===== src/rtl/ddr3_cmd_issuer.sv =====
// ddr3_cmd_issuer: DDR3 power-up init then spaced user command issue; ports: clk/reset, cmd_valid/cmd_ready/cmd_type/cmd_bank/cmd_addr in, init_done and registered mem_* command/address pins out
module ddr3_cmd_issuer #(
  parameter int ADDR_BITS = 13,
  parameter int BANK_BITS = 3,
  parameter int T_RESET = 200,
  parameter int T_CKE = 100,
  parameter int T_XPR = 40,
  parameter int T_MRD = 4,
  parameter int T_MOD = 12,
  parameter int T_ZQINIT = 512,
  parameter int T_RCD = 5,
  parameter int T_RP = 5,
  parameter int T_RFC = 33,
  parameter int T_CCD = 4,
  parameter int ODT_LEN = 6,
  parameter logic [ADDR_BITS-1:0] MR0_VAL = 13'h0520,
  parameter logic [ADDR_BITS-1:0] MR1_VAL = 13'h0044,
  parameter logic [ADDR_BITS-1:0] MR2_VAL = 13'h0000,
  parameter logic [ADDR_BITS-1:0] MR3_VAL = 13'h0000
) (
  input  logic                 clk,
  input  logic                 reset,
  input  logic                 cmd_valid,
  output logic                 cmd_ready,
  input  logic [2:0]           cmd_type,
  input  logic [BANK_BITS-1:0] cmd_bank,
  input  logic [ADDR_BITS-1:0] cmd_addr,
  output logic                 init_done,
  output logic                 mem_reset_n,
  output logic                 mem_cke,
  output logic                 mem_cs_n,
  output logic                 mem_ras_n,
  output logic                 mem_cas_n,
  output logic                 mem_we_n,
  output logic                 mem_odt,
  output logic [BANK_BITS-1:0] mem_ba,
  output logic [ADDR_BITS-1:0] mem_addr
);
  localparam int TW = 16;
  typedef enum logic [3:0] {S_RST, S_CKE, S_XPR, S_MR3, S_MR1, S_MR0, S_ZQCL, S_ZQW, S_RUN} state_t;
  state_t state;
  logic [TW-1:0] tmr, wait_cnt, odt_cnt, tmr_ld, wait_ld;
  logic tz, accept, iss_mrs, iss_zq, iss, wr;
  logic [2:0] iss_cmd;
  logic [BANK_BITS-1:0] iss_ba;
  logic [ADDR_BITS-1:0] iss_addr;
  assign cmd_ready = state == S_RUN && wait_cnt == '0;
  always_comb begin
    tz = tmr == '0;
    accept = cmd_valid && cmd_ready;
    wr = accept && cmd_type == 3'b100;
    iss_mrs = tz && (state == S_XPR || state == S_MR3 || state == S_MR1 || state == S_MR0);
    iss_zq = tz && state == S_ZQCL;
    iss = accept || iss_mrs || iss_zq;
    iss_cmd = accept ? cmd_type : iss_zq ? 3'b110 : 3'b000;
    iss_ba = accept ? cmd_bank : state == S_XPR ? BANK_BITS'(2) : state == S_MR3 ? BANK_BITS'(3) :
             state == S_MR1 ? BANK_BITS'(1) : '0;
    iss_addr = accept ? cmd_addr : iss_zq ? ADDR_BITS'(1024) : state == S_XPR ? MR2_VAL :
               state == S_MR3 ? MR3_VAL : state == S_MR1 ? MR1_VAL : MR0_VAL;
    tmr_ld = state == S_RST ? TW'(T_CKE - 1) : state == S_CKE ? TW'(T_XPR - 1) :
             state == S_MR0 ? TW'(T_MOD - 1) : state == S_ZQCL ? TW'(T_ZQINIT - 1) :
             iss_mrs ? TW'(T_MRD - 1) : '0;
    wait_ld = cmd_type == 3'b000 ? TW'(T_MRD - 1) : cmd_type == 3'b001 ? TW'(T_RFC - 1) :
              cmd_type == 3'b010 ? TW'(T_RP - 1) : cmd_type == 3'b011 ? TW'(T_RCD - 1) : TW'(T_CCD - 1);
  end
  always_ff @(posedge clk or posedge reset) begin
    if (reset) begin
      state <= S_RST;
      tmr <= TW'(T_RESET - 1);
      wait_cnt <= '0;
      odt_cnt <= '0;
      init_done <= 1'b0;
      mem_reset_n <= 1'b0;
      mem_cke <= 1'b0;
      mem_cs_n <= 1'b1;
      {mem_ras_n, mem_cas_n, mem_we_n} <= 3'b111;
      mem_odt <= 1'b0;
      mem_ba <= '0;
      mem_addr <= '0;
    end else begin
      if (state != S_RUN) begin
        tmr <= tz ? tmr_ld : tmr - 1'b1;
        if (tz) state <= state_t'(state + 4'd1);
      end
      mem_reset_n <= mem_reset_n || (tz && state == S_RST);
      mem_cke <= mem_cke || (tz && state == S_CKE);
      init_done <= init_done || (tz && state == S_ZQW);
      mem_cs_n <= !(iss || mem_cke || (tz && state == S_CKE));
      {mem_ras_n, mem_cas_n, mem_we_n} <= iss ? iss_cmd : 3'b111;
      if (iss) begin
        mem_ba <= iss_ba;
        mem_addr <= iss_addr;
      end
      wait_cnt <= accept ? wait_ld : wait_cnt - TW'(wait_cnt != '0);
      odt_cnt <= wr ? TW'(ODT_LEN - 1) : odt_cnt - TW'(odt_cnt != '0);
      mem_odt <= wr || odt_cnt != '0;
    end
  end
endmodule


===== config.mk =====
export PLATFORM = sky130hd
export DESIGN_NAME = ddr3_cmd_issuer
export DESIGN_NICKNAME = d
export VERILOG_FILES = /design/src/rtl/ddr3_cmd_issuer.sv
export SDC_FILE = /design/constraint.sdc
export NUM_CORES = 1
export LEC_CHECK = 0
export CORE_UTILIZATION = 30
export CTS_CLUSTER_DIAMETER = 30
export DETAILED_ROUTE_END_ITERATION = 16
export SYNTH_ARGS = -nofsm -noshare
export SYNTH_HDL_FRONTEND = slang
export SYNTH_SLANG_ARGS = --single-unit
export TNS_END_PERCENT = 1

===== constraint.sdc =====
create_clock -name clk -period 5.25 [get_ports clk]
set_clock_uncertainty 0.05 [all_clocks]
set_input_delay 0.7875 -clock clk [delete_from_list [all_inputs] [get_ports clk]]
set_output_delay 0.7875 -clock clk [all_outputs]
set_load 0.1 [all_outputs]

==> impl_metrics.env, run 1 <==
export IMPL_route_detailed_wl_per_inst_microns=14.00
export IMPL_wl_mm=8.655
export IMPL_syn_nets=429
export IMPL_die_h_microns=116.7
export IMPL_initial_core_utilization_pct=31.00
export IMPL_synth_seq_area_share_pct=48.51
export IMPL_detailedPlacementHpwl_mm=6.186
export IMPL_synth_enable_flop_cells=0
export IMPL_finalHoldViolations=0
export IMPL_ctsHoldBuffers=0
export IMPL_layout_drive_gt1_share_pct=10.09
export IMPL_synth_area_sq_um=3944
export IMPL_setup_viol=0
export IMPL_timing_rr_start="tmr[0]"
export IMPL_clk_pin_slew_ns=0.06
export IMPL_synthDominantAreaCellType="dfrtp_1"
export IMPL_synthDominantCellAreaShare_pct=42.51
export IMPL_port_buffer_count=46
export IMPL_p_leak_uw=0.001928
export IMPL_via_count_of_the_first_global_routing_pass=3021
export IMPL_antenna_found_initial=0
export IMPL_power_uw=1181
export IMPL_maximum_level_of_the_cts_h_tree=3
export IMPL_cts_repair_resized=0
export IMPL_crit_type="reg2out"
export IMPL_initialDrtViolationCount=182
export IMPL_worstSkewPairLatency_ns=0.34
export IMPL_minimum_clock_period_after_layout_ns=4.099
export IMPL_grt_setup_unrepaired="false"
export IMPL_crit_path_max_fanout=5
export IMPL_synth_commonest_cells="67 x dfrtp_1, 60 x nor2_1, 25 x nand2_1, 18 x xnor2_1, 16 x nor3_1"
export IMPL_worst_ep_required_time_ns=4.41
export IMPL_cts_root_buf="clkbuf_16"
export IMPL_holdWs_ns=0.4199
export IMPL_core_region_area_sq_um=12720
export IMPL_synth_top_area_cells="dfrtp_1 43%, dfstp_2 6.0%, nor2_1 5.7%"
export IMPL_final_max_slew_viol_count=0
export IMPL_routed_via_count=3047
export IMPL_outcome="finished, final reports clean"
export IMPL_grt_first_pass_wirelength_mm=14.91
export IMPL_reg2reg_slack_ns=2.28
export IMPL_clock_path_buffers=2
export IMPL_ys_flop_type="dfrtp_1"
export IMPL_tritoncts_num_sinks=76
export IMPL_gp_congestion=0.7808
export IMPL_post_route_period_util_pct=78.07
export IMPL_postLayoutCellArea_sq_um=4823
export IMPL_grt_util_all_layers_pct=14.06
export IMPL_drc=0
export IMPL_synthesis_area_per_instance_sq_um=9.959
export IMPL_insertedDiodeCount=0
export IMPL_die_area_sq_um=13610
export IMPL_cp_data_arrival_time_ns=3.26
export IMPL_cts_buffers_inserted=9
export IMPL_holdCritStartpoint="init_done"
export IMPL_finalSetupTns_ns=0
export IMPL_worstMarginPinSlew_ns=1.112
export IMPL_drtPass1Iterations=5
export IMPL_endpoint_kind="primary output"
export IMPL_yosys_warnings=0
export IMPL_finalNetCount=474
export IMPL_num_fill_cells=1299
export IMPL_num_io_pins=47
export IMPL_min_path_type="reg2reg"
export IMPL_tritoncts="built"
export IMPL_max_freq_ghz=0.2440
export IMPL_ir_worst_vdd_mv=0.1475
export IMPL_syn2layout_area_growth_pct=22.30
export IMPL_synth_seq_cells=76
export IMPL_synthCells=396
export IMPL_post_synth_top_count_cell="dfrtp_1"
export IMPL_synth_lib_cells_used_distinct=59
export IMPL_post_dp_cell_area_sq_um=4553
export IMPL_die_x_microns=116.7
export IMPL_grt_start_max_net_pins=54
export IMPL_std_cell_rows=41
export IMPL_postCtsSetupRepairBufs=0
export IMPL_max_slew_margin_rel_pct=25.78
export IMPL_critPathLaunchType="flip-flop"
export IMPL_critical_path_startpoint="wait_cnt[7]"
export IMPL_viasPerCell=4.930
export IMPL_grt_overflow=0
export IMPL_maxCapViolCount=0
export IMPL_asyncSetResetFlopFracSynth_pct=100.0
export IMPL_drtAntennaViolNets=0
export IMPL_power_density_cell_area_nw_per_um2=244.8
[power by group]
group / total, uW / leakage, uW / internal [uW] / switching [uW]
clock network: 565 / 0.000126 / 322 / 243
logic: 29.3 / 0.000948 / 14.4 / 14.8
registers: 586 / 0.000855 / 586 / 0
total: 1180 / 0.00193 / 922 / 258
[kinds of logic (layout without fill, tap and decap cells)]
family	count (synthesis)	count (layout)	synth area share (%)
AND/OR/NAND/NOR	173	173	23.57
AO/OA/AOI/OAI	69	69	12.09
flip-flops	76	76	48.51
multiplexers	7	7	1.840
XOR/XNOR	32	32	7.107
adder cells (fa/ha/maj)	11	11	3.490
buffers and inverters	28	78	3.395
[routing by layer]
| layer | wire length (microns) | global-route usage (%) |
|---|---|---|
| met1 | 4104 | 18.69 |
| met2 | 4093 | 22.25 |
| met3 | 339 | 3.944 |
| met4 | 117 | 4.219 |
| met5 | 0 | 0 |
[critical path, stage by stage, from the launching register on]
cell and delay, ns:
dfrtp_1 0.42, or4_1 0.69, nor4_4 0.30, nand2_1 0.21, nor2_1 0.15, clkdlybuf4s50_1 1.15
[stage by stage]
| stage | utilization, % | worst slack (ns) | instances |
|---|---|---|---|
| CTS | 37.91 | 1.122 | 618 |
| detailed placement | 35.79 | 1.479 | 602 |
| finish | 37.91 | 1.151 | 618 |
| global placement | 35.79 | 1.526 | 602 |
| global route | 37.91 | 0.9779 | 618 |
| floorplan | - | 1.650 | 396 |
[final timing paths]
kind,endpoint,depth (start not counted)
worst min-delay path,init_done,1
min in group asynchronous,odt_cnt[11],2
worst min register to register,init_done,1
worst max register to register,mem_addr[9],7
max in group asynchronous,mem_cs_n,3
worst max-delay path,cmd_ready,5
[state kept, by name, summed over array words and instances, names as in the netlist]
name / count
mem_cs_n: 1
mem_we_n: 1
wait_cnt: 16
mem_reset_n: 1
init_done: 1
mem_cke: 1
mem_ba: 3
mem_ras_n: 1
mem_cas_n: 1
odt_cnt: 16
state: 4
mem_odt: 1
mem_addr: 13
tmr: 16
[layout make-up]
cell class,instances,area [sq um],area share (%)
Tap cell,172,215.2,4.462
Clock buffer,11,232.7,4.825
Inverter,14,52.55,1.089
Sequential cell,76,1913,39.66
Timing Repair Buffer,48,475.5,9.857
Clock inverter,5,37.54,0.7782
Multi-Input combinational cell,292,1897,39.33
[layout by cell type (no fill, tap or decap), drive strengths merged, types with 4 or more instances in the layout]
| cell | Yosys | layout |
|---|---|---|
| xor2 | 14 | 14 |
| ha | 11 | 11 |
| clkbuf | 7 | 11 |
| or4 | 8 | 8 |
| clkdlybuf4s50 | 0 | 46 |
| dfrtp | 67 | 67 |
| or3 | 6 | 6 |
| inv | 14 | 15 |
| nand3 | 13 | 13 |
| nor2 | 61 | 61 |
| xnor2 | 18 | 18 |
| nor3 | 17 | 17 |
| nand4 | 6 | 6 |
| nand2b | 4 | 4 |
| and3 | 4 | 4 |
| nand2 | 27 | 27 |
| a22o | 12 | 12 |
| nor4 | 16 | 16 |
| dfstp | 9 | 9 |
| o21ai | 17 | 17 |
| mux2i | 5 | 5 |
| a21oi | 13 | 13 |
Note: power is estimated with default switching activity, not from simulation.
==> inputs of run 2 (changes only) <==
==> constraint.sdc (replaced) <==
create_clock -name clk -period 3.7 [get_ports clk]
set_clock_uncertainty 0.05 [all_clocks]
set_input_delay 0.555 -clock clk [delete_from_list [all_inputs] [get_ports clk]]
set_output_delay 0.555 -clock clk [all_outputs]
set_load 0.1 [all_outputs]
==> impl_metrics.env, run 2 (synthesis gave the netlist of run 1 again) <==
export IMPL_gp_congestion=0.8045
export IMPL_setup_viol=0
export IMPL_finalNetCount=476
export IMPL_grt_overflow=0
export IMPL_routed_wl_met3_microns=343
export IMPL_outcome="finished, final reports clean"
export IMPL_most_common_library_cell_in_the_layout_ignoring_fill_and_taps="dfrtp_1"
export IMPL_syn2layout_area_growth_pct=23.48
export IMPL_sw_frac_of_total_pct=20.80
export IMPL_net_switching_power_uw=360.6
export IMPL_worst_r2r_cell_count=7
export IMPL_layout_drive_gt1_share_pct=11.16
export IMPL_std_cell_rows=41
export IMPL_routed_via_count=3028
export IMPL_insertedDiodeCount=0
export IMPL_p_leak_uw=0.001965
export IMPL_finalSetupTns_ns=0
export IMPL_clk_pin_slew_ns=0.06
export IMPL_clock_path_buffers=2
export IMPL_cp_data_arrival_time_ns=2.45
export IMPL_minimum_clock_period_after_layout_ns=3.054
export IMPL_num_fill_cells=1279
export IMPL_pwr_share_seq_pct=48.0
export IMPL_dr_max_layer_used="met4"
export IMPL_crit_path_max_fanout=5
export IMPL_die_h_microns=116.7
export IMPL_max_slew_margin_rel_pct=33.36
export IMPL_cts_root_buf="clkbuf_16"
export IMPL_mostFrequentLayoutCells="67 x dfrtp_1, 60 x nor2_1, 45 x clkdlybuf4s50_1"
export IMPL_crit_type="reg2out"
export IMPL_postCtsSetupRepairBufs=0
export IMPL_grt_setup_unrepaired="false"
export IMPL_drc=0
export IMPL_met2_length_mm=4.062
export IMPL_timing_hold_worst_path_depth=1
export IMPL_holdWs_ns=0.4484
export IMPL_via_count_of_the_first_global_routing_pass=2943
export IMPL_num_io_pins=47
export IMPL_antenna_found_initial=0
export IMPL_initial_core_utilization_pct=31.00
export IMPL_cts_repair_resized=0
export IMPL_core_region_area_sq_um=12720
export IMPL_tritoncts="built"
export IMPL_final_max_slew_viol_count=0
export IMPL_drtPass1Iterations=4
export IMPL_endpoint_kind="primary output"
export IMPL_die_area_sq_um=13610
export IMPL_met1Wirelength_mm=4.173
export IMPL_p_int_uw=1373
export IMPL_maximum_level_of_the_cts_h_tree=3
export IMPL_initialDrtViolationCount=184
export IMPL_tritoncts_num_sinks=76
export IMPL_route_detailed_wl_per_inst_microns=13.92
export IMPL_ir_worst_vdd_mv=0.1935
export IMPL_registers_with_the_highest_flip_flop_counts="odt_cnt x16, tmr x16, wait_cnt x16"
export IMPL_wl_mm=8.629
export IMPL_detailedPlacementHpwl_mm=6.145
export IMPL_maxCapViolCount=0
export IMPL_post_route_period_util_pct=82.54
export IMPL_clock_power_share_pct=49.5
export IMPL_worstMarginPinSlew_ns=0.9965
export IMPL_max_freq_ghz=0.3274
export IMPL_drtAntennaViolNets=0
export IMPL_worst_ep_required_time_ns=3.09
export IMPL_cts_buffers_inserted=9
export IMPL_finalHoldViolations=0
export IMPL_port_buffer_count=46
export IMPL_min_path_type="reg2reg"
export IMPL_worstSkewPairLatency_ns=0.33
export IMPL_ctsHoldBuffers=0
export IMPL_viasPerCell=4.884
export IMPL_share_comb_of_total_power_pct=2.5
export IMPL_grt_first_pass_wirelength_mm=14.41
export IMPL_die_x_microns=116.7
export IMPL_grt_util_all_layers_pct=13.69
export IMPL_grt_start_max_net_pins=42
export IMPL_power_density_cell_area_nw_per_um2=356.0
export IMPL_critPathLaunchType="flip-flop"
## run 2: metrics by stage
stage / worst slack (ns) / utilization, % / cell area [sq um] / instances / total power (uW)
finish: 0.6460 / 38.28 / 4870 / 620 / 1734
global route: 0.3695 / 38.28 / 4870 / 620 / 1801
CTS: 0.6262 / 38.28 / 4870 / 620 / 1761
detailed placement: 0.9385 / 35.99 / 4578 / 604 / 891.7
global placement: 0.9943 / 35.99 / 4578 / 604 / 891.1
floorplan: 0.3320 / - / 3944 / 396 / 859.6
## run 2: final timing paths
path | start | endpoint | slack [ns]
worst max-delay path | wait_cnt[12] | cmd_ready | 0.65
worst min-delay path | mem_addr[12] | mem_addr[12] | 0.45
worst max register to register | tmr[0] | mem_addr[1] | 0.91
worst min register to register | mem_addr[12] | mem_addr[12] | 0.45
max in group asynchronous | reset | mem_we_n | 2.20
min in group asynchronous | reset | odt_cnt[10] | 0.66
## run 2: layout make-up
cell class | count | area [sq um] | share of cell area (%)
Multi-Input combinational cell | 292 | 1897 | 38.95
Clock buffer | 9 | 225.2 | 4.625
Clock inverter | 7 | 66.31 | 1.362
Sequential cell | 76 | 1913 | 39.29
Timing Repair Buffer | 50 | 500.5 | 10.28
Tap cell | 172 | 215.2 | 4.419
Inverter | 14 | 52.55 | 1.079
## run 2: layer usage
layer / global-route usage [%] / up-vias
li1: - / 1498
met1: 18.94 / 1474
met2: 20.79 / 49
met3: 3.944 / 7
met4: 3.882 / 0
met5: 0 / -
## run 2: power groups by stage
stage,Clock (uW),Combinational [uW],Sequential (uW)
final,858,43.5,832
after global placement,0,44.7,846
after global routing,921,49.2,831
after floorplan,0,13.1,846
after CTS,884,45.4,832
after detailed placement,0,45.3,846
## run 2: critical path, stage by stage, from the launching register on
cell and delay, ns:
dfrtp_1 0.42, or3_1 0.44, nor4_1 0.51, nand2_1 0.25, nor2_1 0.18, buf_4 0.31
==> inputs of run 3 (changes only) <==
==> constraint.sdc (replaced) <==
create_clock -name clk -period 3 [get_ports clk]
set_clock_uncertainty 0.05 [all_clocks]
set_input_delay 0.45 -clock clk [delete_from_list [all_inputs] [get_ports clk]]
set_output_delay 0.45 -clock clk [all_outputs]
set_load 0.1 [all_outputs]
==> impl_metrics.env, run 3 (synthesis gave the netlist of run 1 again) <==
export IMPL_grt_start_max_net_pins=77
export IMPL_worst_ep_required_time_ns=2.50
export IMPL_gp_congestion=0.8038
export IMPL_via_count_of_the_first_global_routing_pass=3048
export IMPL_drtAntennaViolNets=0
export IMPL_viasPerCell=4.904
export IMPL_syn2layout_area_growth_pct=24.40
export IMPL_drc=0
export IMPL_tritoncts_num_sinks=76
export IMPL_ctsHoldBuffers=0
export IMPL_tritoncts="built"
export IMPL_crit_type="reg2out"
export IMPL_maxCapViolCount=0
export IMPL_cp_data_arrival_time_ns=2.35
export IMPL_grt_overflow=0
export IMPL_outcome="finished, final reports clean"
export IMPL_detailedPlacementHpwl_mm=6.280
export IMPL_grt_first_pass_wirelength_mm=14.56
export IMPL_cts_buffers_inserted=9
export IMPL_maximum_level_of_the_cts_h_tree=3
export IMPL_p_leak_uw=0.002038
export IMPL_critical_path_startpoint="wait_cnt[7]"
export IMPL_power_uw=2160
export IMPL_routed_via_count=3080
export IMPL_final_max_slew_viol_count=0
export IMPL_die_area_sq_um=13610
export IMPL_min_path_type="reg2reg"
export IMPL_worstSkewPairLatency_ns=0.34
export IMPL_insertedDiodeCount=0
export IMPL_grt_setup_unrepaired="false"
export IMPL_drtPass1Iterations=4
export IMPL_ir_worst_vdd_mv=0.3005
export IMPL_post_route_period_util_pct=95.13
export IMPL_max_freq_ghz=0.3504
export IMPL_std_cell_rows=41
export IMPL_finalSetupTns_ns=0
export IMPL_grt_util_all_layers_pct=13.76
export IMPL_max_slew_margin_rel_pct=48.18
export IMPL_clock_path_buffers=2
export IMPL_p_int_uw=1719
export IMPL_mostFrequentLayoutCells="67 x dfrtp_1, 59 x nor2_1, 34 x buf_4"
export IMPL_initialDrtViolationCount=139
export IMPL_met2_length_mm=4.214
export IMPL_holdWs_ns=0.4220
export IMPL_finalHoldViolations=0
export IMPL_critPathLaunchType="flip-flop"
export IMPL_initial_core_utilization_pct=31.00
export IMPL_multi_input_comb_area_sq_um=1903
export IMPL_share_comb_of_total_power_pct=2.5
export IMPL_registers_with_the_highest_flip_flop_counts="odt_cnt x16, tmr x16, wait_cnt x16"
export IMPL_net_switching_power_uw=441.2
export IMPL_cts_root_buf="clkbuf_16"
export IMPL_num_fill_cells=1294
export IMPL_route_detailed_wl_per_inst_microns=14.04
export IMPL_timing_rr_start="wait_cnt[7]"
export IMPL_met1Wirelength_mm=4.227
export IMPL_antenna_found_initial=0
export IMPL_num_io_pins=47
export IMPL_layout_drive_gt1_share_pct=17.98
export IMPL_core_region_area_sq_um=12720
export IMPL_routed_wl_met3_microns=242
export IMPL_port_buffer_count=46
export IMPL_die_x_microns=116.7
export IMPL_finalNetCount=484
export IMPL_crit_path_max_fanout=5
export IMPL_setup_viol=0
export IMPL_wl_mm=8.819
export IMPL_most_common_library_cell_in_the_layout_ignoring_fill_and_taps="dfrtp_1"
export IMPL_power_density_cell_area_nw_per_um2=440.3
export IMPL_die_h_microns=116.7
export IMPL_pwr_share_seq_pct=47.5
export IMPL_worstMarginPinSlew_ns=0.7757
export IMPL_area_sequential_sq_um=1913
export IMPL_sw_frac_of_total_pct=20.43
export IMPL_clock_power_share_pct=50.1
export IMPL_minimum_clock_period_after_layout_ns=2.854
export IMPL_endpoint_kind="primary output"
export IMPL_holdCritStartpoint="init_done"
export IMPL_dr_max_layer_used="met4"
export IMPL_clk_pin_slew_ns=0.06
[run 3: layer usage]
| metal | vias up | global-route usage, % |
|---|---|---|
| li1 | 1516 | - |
| met1 | 1509 | 17.91 |
| met2 | 41 | 22.33 |
| met3 | 14 | 3.373 |
| met4 | 0 | 4.726 |
| met5 | - | 0 |
[run 3: critical path, cell delays in order, from the launching register on]
cell     delay (ns)
dfrtp_1        0.43
or4_4          0.61
nor4_4         0.34
nand2_1        0.21
nor2_2         0.22
buf_12         0.21
[run 3: worst paths after layout]
kind | endpoint | slack, ns | cells after the start
worst max-delay path | cmd_ready | 0.15 | 5
worst min-delay path | init_done | 0.42 | 1
worst max register to register | wait_cnt[9] | 0.31 | 9
worst min register to register | init_done | 0.42 | 1
max in group asynchronous | mem_we_n | 2.06 | 3
min in group asynchronous | odt_cnt[6] | 0.46 | 3
[run 3: area by class of cell]
cell class                      instances  share of cell area, %
Clock buffer                           12                  5.024
Clock inverter                          4                  1.020
Inverter                               14                  1.071
Multi-Input combinational cell        292                  38.79
Sequential cell                        76                  39.00
Tap cell                              172                  4.387
Timing Repair Buffer                   58                  10.71
[run 3: repair_timing]
item                       CTS  global route
buffers inserted             0             2
gates resized for setup      0             1
hold endpoints to repair     0             0
setup endpoints to repair    0             1
[run 3: power by group through the flow]
stage	logic [uW]	registers, uW	clock network (uW)
3_5_place_dp	55.4	1040	0
4_1_cts	55.5	1030	1100
5_1_grt	59.9	1030	1140
2_1_floorplan	16.2	1040	0
6_report	53.0	1030	1080
3_3_place_gp	54.9	1040	0
[run 3: stage by stage]
stage	util [%]	instances	setup slack (ns)	cell area, sq um
global route	38.56	628	0.04899	4906
detailed placement	36.08	610	0.2821	4591
finish	38.56	628	0.1462	4906
global placement	36.08	610	0.3888	4591
floorplan	-	396	0.1929	3946
CTS	38.41	626	0.09451	4887
